==> config.mk <==
export PLATFORM = sky130hd
export DESIGN_NAME = clk_tick_gen
export DESIGN_NICKNAME = d
export VERILOG_FILES = /design/src/rtl/clk_div_pkg.sv /design/src/rtl/clk_tick_gen_div_stage.sv /design/src/rtl/clk_tick_gen.sv
export SDC_FILE = /design/constraint.sdc
export NUM_CORES = 1
export LEC_CHECK = 0
export ABC_AREA = 0
export CORE_MARGIN = 2
export CORE_UTILIZATION = 40
export CTS_CLUSTER_DIAMETER = 50
export CTS_CLUSTER_SIZE = 20
export DETAILED_ROUTE_END_ITERATION = 7
export GPL_TIMING_DRIVEN = 0
export SETUP_SLACK_MARGIN = 0.5
export SLEW_MARGIN = 10
export SYNTH_ARGS = -nofsm -noshare
export SYNTH_HDL_FRONTEND = slang
export SYNTH_SLANG_ARGS = --single-unit
==> constraint.sdc <==
create_clock -name CLK -period 2.2 [get_ports CLK]
set_input_delay 0.44 -clock CLK [delete_from_list [all_inputs] [get_ports CLK]]
set_output_delay 0.44 -clock CLK [all_outputs]
set_load 0.01 [all_outputs]
==> src/rtl/clk_div_pkg.sv <==
`default_nettype none
// ============================================================================
// Module      : clk_div_pkg
// Description : Shared constants and tap-period helper for the decade tick
//               generator and its consumers.
// Revision    : 1.0 - initial release
// ============================================================================
package clk_div_pkg;

  localparam int SYS_CLK_HZ    = 50_000_000;
  localparam int DEF_PRE_DIV   = 50;
  localparam int DEF_STAGE_DIV = 10;
  localparam int DEF_N_STAGES  = 6;

  // Number of CLK edges between consecutive ticks of tap k:
  // PRE_DIV * STAGE_DIV^k.
  function automatic longint tap_period(input int k,
                                        input int pre_div   = DEF_PRE_DIV,
                                        input int stage_div = DEF_STAGE_DIV);
    longint p;
    p = longint'(pre_div);
    for (int i = 0; i < k; i++) begin
      p = p * longint'(stage_div);
    end
    return p;
  endfunction

endpackage
`default_nettype wire

==> src/rtl/clk_tick_gen_div_stage.sv <==
`default_nettype none
// ============================================================================
// Module      : div_stage
// Description : One divide-by-DIV stage of the tick cascade. Counts on 'adv',
//               exposes combinational terminal/half strobes for the next stage
//               and registered tick / 50%-duty square outputs.
// Revision    : 1.0 - initial release
// ============================================================================
module div_stage
  import clk_div_pkg::*;
#(
  parameter int DIV = DEF_STAGE_DIV
) (
  input  logic CLK,
  input  logic RST,
  input  logic SYNC,
  input  logic adv,
  output logic strobe,
  output logic half,
  output logic tick,
  output logic sq
);

  // A degenerate divisor is rejected by the top; keep the width sane anyway.
  localparam int W = (DIV < 2) ? 1 : $clog2(DIV);

  localparam logic [W-1:0] LAST      = W'(DIV - 1);
  localparam logic [W-1:0] HALF_LAST = W'(DIV / 2 - 1);
  localparam logic [W-1:0] ONE       = W'(1);

  logic [W-1:0] cnt;

  // Terminal and mid-period strobes ripple combinationally down the chain.
  assign strobe = adv & (cnt == LAST);
  assign half   = adv & (cnt == HALF_LAST);

  // Counter, registered tick and square wave; RST and SYNC both restart phase.
  always_ff @(posedge CLK) begin
    if (RST || SYNC) begin
      cnt  <= '0;
      tick <= 1'b0;
      sq   <= 1'b0;
    end else begin
      tick <= strobe;
      if (adv) begin
        cnt <= (cnt == LAST) ? '0 : cnt + ONE;
      end
      if (strobe || half) begin
        sq <= ~sq;
      end
    end
  end

endmodule
`default_nettype wire

==> src/rtl/clk_tick_gen.sv <==
`default_nettype none
// ============================================================================
// Module      : clk_tick_gen
// Description : Single-clock decade tick generator. A prescaler followed by
//               N_STAGES decade stages, all clock-enabled from CLK, each tap
//               giving a one-cycle tick and a 50%-duty square wave, with a
//               runtime tap selector.
// Revision    : 1.0 - initial release
// ============================================================================
module clk_tick_gen
  import clk_div_pkg::*;
#(
  parameter int PRE_DIV   = DEF_PRE_DIV,
  parameter int STAGE_DIV = DEF_STAGE_DIV,
  parameter int N_STAGES  = DEF_N_STAGES,
  localparam int N_TAPS   = N_STAGES + 1,
  localparam int SEL_W    = (N_TAPS < 2) ? 1 : $clog2(N_TAPS)
) (
  input  logic              CLK,
  input  logic              RST,
  input  logic              EN,
  input  logic              SYNC,
  input  logic [SEL_W-1:0]  SEL,
  output logic [N_TAPS-1:0] tick,
  output logic [N_TAPS-1:0] sq,
  output logic              tick_sel,
  output logic              sq_sel
);

  // Selector space rounded up to a power of two; the padding reads as 0 so
  // out-of-range selects yield tick_sel = sq_sel = 0.
  localparam int PAD = 1 << SEL_W;

  if ((PRE_DIV % 2) != 0 || PRE_DIV < 2) begin : g_bad_pre_div
    $error("clk_tick_gen: PRE_DIV must be even and >= 2");
  end
  if ((STAGE_DIV % 2) != 0 || STAGE_DIV < 2) begin : g_bad_stage_div
    $error("clk_tick_gen: STAGE_DIV must be even and >= 2");
  end

  logic [N_TAPS-1:0] strobe;
  logic [N_TAPS-1:0] half;
  logic [PAD-1:0]    tick_pad;
  logic [PAD-1:0]    sq_pad;
  logic              unused_taps;

  // Half strobes are consumed inside each stage; the last terminal strobe
  // has no further stage to drive.
  assign unused_taps = &{1'b0, half, strobe[N_TAPS-1]};

  div_stage #(
    .DIV    (PRE_DIV)
  ) u_pre (
    .CLK    (CLK),
    .RST    (RST),
    .SYNC   (SYNC),
    .adv    (EN),
    .strobe (strobe[0]),
    .half   (half[0]),
    .tick   (tick[0]),
    .sq     (sq[0])
  );

  for (genvar k = 1; k < N_TAPS; k++) begin : g_stage
    div_stage #(
      .DIV    (STAGE_DIV)
    ) u_stage (
      .CLK    (CLK),
      .RST    (RST),
      .SYNC   (SYNC),
      .adv    (strobe[k-1]),
      .strobe (strobe[k]),
      .half   (half[k]),
      .tick   (tick[k]),
      .sq     (sq[k])
    );
  end

  assign tick_pad = PAD'(tick);
  assign sq_pad   = PAD'(sq);

  // Tap selector: plain mux of the registered outputs.
  always_comb begin
    tick_sel = tick_pad[SEL];
    sq_sel   = sq_pad[SEL];
  end

endmodule
`default_nettype wire

==> results of run 1 <==
==> what timing repair did <==
item                                    in CTS  in global routing
setup buffers                               17                 10
pin swaps                                   14                 24
endpoints found under the setup margin      46                 41
gates cloned                                 1                  0
gates resized for setup                     63                 54
==> how the worst min path moves through the flow <==
stage	startpoint	to	slack [ps]
CTS	EN	u_pre.cnt[0]$_SDFFE_PP0P_	440
finish	EN	u_pre.cnt[0]$_SDFFE_PP0P_	450
global route	EN	u_pre.cnt[0]$_SDFFE_PP0P_	500
detailed placement	g_stage[4].u_stage.sq$_SDFFE_PP0P_	g_stage[4].u_stage.sq$_SDFFE_PP0P_	480
floorplan	g_stage[4].u_stage.sq$_SDFFE_PP0P_	g_stage[4].u_stage.sq$_SDFFE_PP0P_	460
global placement	g_stage[6].u_stage.sq$_SDFFE_PP0P_	g_stage[6].u_stage.sq$_SDFFE_PP0P_	470
==> power by group <==
group / internal (mW) / total [mW] / leakage [nW] / switching [mW]
clock: 0.256 / 0.548 / 0.0445 / 0.293
sequential: 0.792 / 0.794 / 0.362 / 0.00140
combinational: 0.0280 / 0.0713 / 0.881 / 0.0433
total: 1.08 / 1.41 / 1.29 / 0.337
==> area by class of cell <==
type	instances	area share, %
inverter	9	0.999
multi-input combinational	204	47.9
clock inverter	1	0.222
timing repair buffer	47	12.3
buffer	30	6.48
sequential	44	26.8
tap	75	2.78
clock buffer	7	2.55
==> through the flow <==
stage	instances	hold slack (ps)	instance area, um2	TNS [ps]
after floorplan	286	456	2490	0
after global placement	381	474	2780	-941
after detailed placement	381	484	2780	-917
after CTS	407	443	3120	0
after global routing	417	500	3380	0
final	417	446	3380	0
==> flip-flops by register name (all words and copies together), names as in the netlist <==
signal,flops
g_stage.u_stage.cnt,24
g_stage.u_stage.sq,6
g_stage.u_stage.tick,6
u_pre.cnt,6
u_pre.sq,1
u_pre.tick,1
==> cells by family after synthesis <==
| group | after synthesis | share of synthesized area [%] |
|---|---|---|
| simple gates | 120 | 30.4 |
| buf+inv | 39 | 9.15 |
| fa+ha+maj | 3 | 1.52 |
| compound gates | 62 | 15.5 |
| mux | 8 | 4.25 |
| xor+xnor | 10 | 3.54 |
| flops | 44 | 35.6 |
==> worst max-delay path, stage by stage (launching register included) <==
cell,delay (ps)
dfxtp_4,360
mux4_2,460
o21a_1,180
buf_2,130
==> per-layer routing <==
layer / vias up / share of wire (%) / track usage, %
met1: 1051 / 49 / 24.4
met2: 35 / 46 / 29.0
met4: 0 / 1.4 / 6.23
li1: 1147 / - / -
met3: 9 / 3.6 / 4.02
met5: - / 0 / 0
==> cell usage in the layout, fill, tap and decap left out, types with 6 or more instances in the layout <==
cell type and n:
buf_4 37, dfxtp_1 31, nor2_1 23, nand2_1 19
a21oi_1 15, dlygate4sd2_1 12, nor2b_1 11, buf_6 9
dfxtp_2 9, inv_1 8, or3_1 8, a31oi_1 7
a21oi_2 7, or4_1 7, mux2i_1 6, xor2_1 6
clkbuf_8 6
==> reports/qor.csv, run 1 <==
metric;value;unit
vias;2242;
n_diodes;0;
crit path DAT;1440;ps
Worst Setup EP;sq_sel;
pwr/cell area;418;nW/um2
final setup violation count;0;
Synth top cells by count;44 x dfxtp_1, 25 x nor2_1, 22 x a21oi_1, 21 x nand2_1, 17 x buf_4;
maxcap violations;0;
I/O Pins;23;
crit end category;output pin;
Total GRT Usage;18.2;%
Die W;82.7;um
cells after synthesis;286;
vias in the first global route;1943;
Clock Tree Buf Depth;2;
worst-margin pin slew;440;ps
# hold bufs at CTS;0;
largest net degree at the start of global routing;14;
area growth from synthesis to layout;36.6;%
area of the mapped netlist;2470;um2
peak supply drop;0.000291;V
Synth Warn #;0;
CTS root buffer;clkbuf_8;
gpl congestion;0.780;
Final Util;56.8;%
post-route ant nets;0;
unrepaired setup endpoints after global routing;true;
Fillers;559;
vias per inst;5.38;
clk sinks;44;
Slew headroom;70.6;%
Worst-Skew Late Latency;310;ps
Sequential cell area;907;um2
initial core utilization;41.6;%
initial antenna violation count;0;
leakage;1.29;nW
DR WL/cell;14.6;um
CTS tree;yes;
reg2reg start;u_pre.cnt[1]$_SDFFE_PP0P_;
first-pass GRT wire length;9.42;mm
I/O Buffers;20;
area of the core;5960;um2
residual DRC count;0;
row cnt;28;
CTS buffer count;5;
CP Launch Point;g_stage[3].u_stage.sq$_SDFFE_PP0P_;
synthesized net count;296;
R2R Setup Slk;400;ps
Main synth FF type;dfxtp_1;
Setup Crit Path Kind;flip-flop to output pin;
reg2reg end;g_stage[2].u_stage.cnt[1]$_SDFFE_PP0P_;
Pwr Total;1.41;mW
Netlist cell types;50;
# nets final;351;
area leader, netlist;dfxtp_1;
Layout Skew;11.7;ps
post-synth top area share;35.6;%
Critical Path RT;1760;ps
CP startpoint kind;flip-flop;
total grt overflow;0;
Die Span Y;82.7;um
register area share after synthesis;35.6;%
post-synthesis async set-or-reset flop share;0;%
Avg Inst Size Synth;8.65;um2
crit-path max FO;2;
fin worst setup slack;321;ps
initial DRC count;67;
Max Clk Rate;532;MHz
WHS Path Cells;3;
Synth area leaders;dfxtp_1 36%, buf_4 5.2%, a21oi_1 4.4%, nor2_1 3.8%, or4_1 3.3%;
clk slew on worst S/H paths;80;ps
Hold WC Path Type;primary input to flip-flop;
cell depth of the worst flop-to-flop path;8;
min Tclk post-route;1880;ps
Post-Route WL;6.09;mm
HPWL Detailed;3.84;mm
count leader, synth;dfxtp_1;
Pre-antenna DRT Iters;4;
multi-input logic area;1620;um2
Fin. Hold Viols;0;
Pins Over Slew Limit;0;
Tcrit/Tclk final;85.4;%
outcome;completed;
EDFF count, synth;0;
#FFs+latches synth;44;
Setup WS pre-CTS;-478;ps
layout cells sized above 1;37.4;%
H-tree Lvls;2;
die area;6830;um2
Power figures use the tool's default switching activity.
==> run 2: changes to the inputs <==
--- a/config.mk
+++ b/config.mk
@@ -11,7 +11,7 @@
 export CTS_CLUSTER_DIAMETER = 50
 export CTS_CLUSTER_SIZE = 20
 export DETAILED_ROUTE_END_ITERATION = 7
-export GPL_TIMING_DRIVEN = 0
+export GPL_TIMING_DRIVEN = 1
 export SETUP_SLACK_MARGIN = 0.5
 export SLEW_MARGIN = 10
 export SYNTH_ARGS = -nofsm -noshare
==> run 2 against run 1 <==
Cell area is 3.5% lower. Clock skew shrank 6.3 ps. Worst hold slack better by 39 ps. Clock-buffer cell count down 1. Fmax rose by 0.68%. Combinational power is 9.0% higher. First-iteration DRC count up 73%.
==> reports/qor.csv, run 2 (synthesis results as in run 1) <==
metric;value;unit
Setup Crit Path Kind;flip-flop to output pin;
pwr/cell area;470;nW/um2
max reg flops;24;
Total GRT Usage;17.6;%
I/O Buffers;22;
min Tclk post-route;1870;ps
peak supply drop;0.000321;V
n_diodes;0;
Worst-Skew Late Latency;300;ps
Post-Route WL;5.89;mm
hold slack;485;ps
commonest non-fill, non-tap cell in the layout;dfxtp_1;
Pins Over Slew Limit;0;
HPWL Detailed;3.74;mm
first-pass GRT wire length;9.23;mm
Clock Tree Buf Depth;2;
maxcap violations;0;
layout cells sized above 1;30.4;%
initial antenna violation count;0;
Die W;82.7;um
vias;2222;
Critical Path RT;1760;ps
crit end category;output pin;
Pwr Total;1.53;mW
DR WL/cell;14.7;um
CP peak stage delay;460;ps
crit path DAT;1430;ps
crit-path max FO;2;
H-tree Lvls;2;
Slew headroom;71.2;%
vias in the first global route;1949;
Pre-antenna DRT Iters;4;
clk slew on worst S/H paths;90;ps
Die Span Y;82.7;um
largest net degree at the start of global routing;19;
die area;6830;um2
critical-path cell list;mux4_2, o21a_1, buf_2;
fin cells;401;
CP max-delay cell;mux4_2;
Final Util;54.8;%
CTS root buffer;clkbuf_8;
initial DRC count;116;
residual DRC count;0;
area of the core;5960;um2
area growth from synthesis to layout;31.8;%
Tcrit/Tclk final;84.8;%
unrepaired setup endpoints after global routing;true;
fin worst setup slack;334;ps
I/O Pins;23;
CTS buffer count;5;
Setup WS pre-CTS;-397;ps
initial core utilization;41.6;%
most frequent cells in the layout;39 x dfxtp_1, 29 x buf_4, 25 x nor2_1;
Layout Skew;5.42;ps
Hold WC Path Type;flip-flop to flip-flop;
gpl congestion;0.860;
vias per inst;5.54;
CTS tree;yes;
total grt overflow;0;
# placed instances;371;
outcome;completed;
post-route ant nets;0;
Fin. Hold Viols;0;
clk sinks;44;
register bank with the most flops;g_stage.u_stage.cnt;
CP startpoint kind;flip-flop;
final setup violation count;0;
# nets final;335;
Max Clk Rate;536;MHz
worst-margin pin slew;432;ps
row cnt;28;
leakage;1.19;nW
-- run 2: cell count changes in the layout (fill, tap and decap cells not counted), moves of 3 or more --
| cell | delta |
|---|---|
| clkbuf_2 | -4 |
| clkbuf_1 | -3 |
| or4_1 | -3 |
| clkdlybuf4s50_1 | +8 |
| dlygate4sd2_1 | -9 |
| buf_4 | -8 |
| o21ai_2 | -3 |
| dfxtp_1 | +8 |
| dfxtp_2 | -6 |
| or4_4 | +3 |
| o21ai_0 | +3 |
-- run 2: through the flow --
stage                     TNS [ps]  instance area [um2]
final                            0                 3260
after global routing             0                 3260
after CTS                        0                 3060
after detailed placement      -788                 2730
after global placement        -756                 2730
after floorplan                  0                 2490
-- run 2: worst max-delay path, delay by kind of cell (launching register included) --
family	cells	cell delay (ps)
muxes	1	460
DFF	1	360
AOI/OAI and AO/OA	1	170
buffers and inverters	1	130
-- run 2: worst paths after layout --
check,cells after the start,endpoint,start,slack (ps)
setup / recovery,3,sq_sel,g_stage[3].u_stage.sq$_SDFFE_PP0P_,330
setup reg to reg,9,g_stage[4].u_stage.cnt[2]$_SDFFE_PP0P_,u_pre.cnt[1]$_SDFFE_PP0P_,380
hold reg to reg,2,g_stage[4].u_stage.sq$_SDFFE_PP0P_,g_stage[4].u_stage.sq$_SDFFE_PP0P_,490
hold / removal,2,g_stage[4].u_stage.sq$_SDFFE_PP0P_,g_stage[4].u_stage.sq$_SDFFE_PP0P_,490
-- run 2: layer usage --
layer	vias up	GRT usage, %	wire (um)
li1	1118	-	-
met4	0	5.41	87
met2	34	29.0	2810
met1	1062	23.3	2730
met3	8	3.70	265
met5	-	0	0
-- run 2: timing repair --
action | CTS | global route
hold buffers | 0 | 0
setup endpoints to repair | 38 | 36
pin swaps | 22 | 13
buffers inserted | 12 | 8
gates cloned | 2 | 0
resized for setup | 44 | 37
-- run 2: where the power goes --
part	switching (mW)	internal, mW	total (mW)
sequential	0.00138	0.795	0.796
combinational	0.0442	0.0335	0.0777
clock	0.288	0.371	0.659
-- run 2: cell type report --
cell class,count,area [um2]
fillers,538,2690
multi-input cells,205,1580
flip-flops and latches,44,892
repair buffers,60,541
well taps,75,93.8
clock buffers,6,82.6
clock inverters,2,38.8
inverters,9,33.8
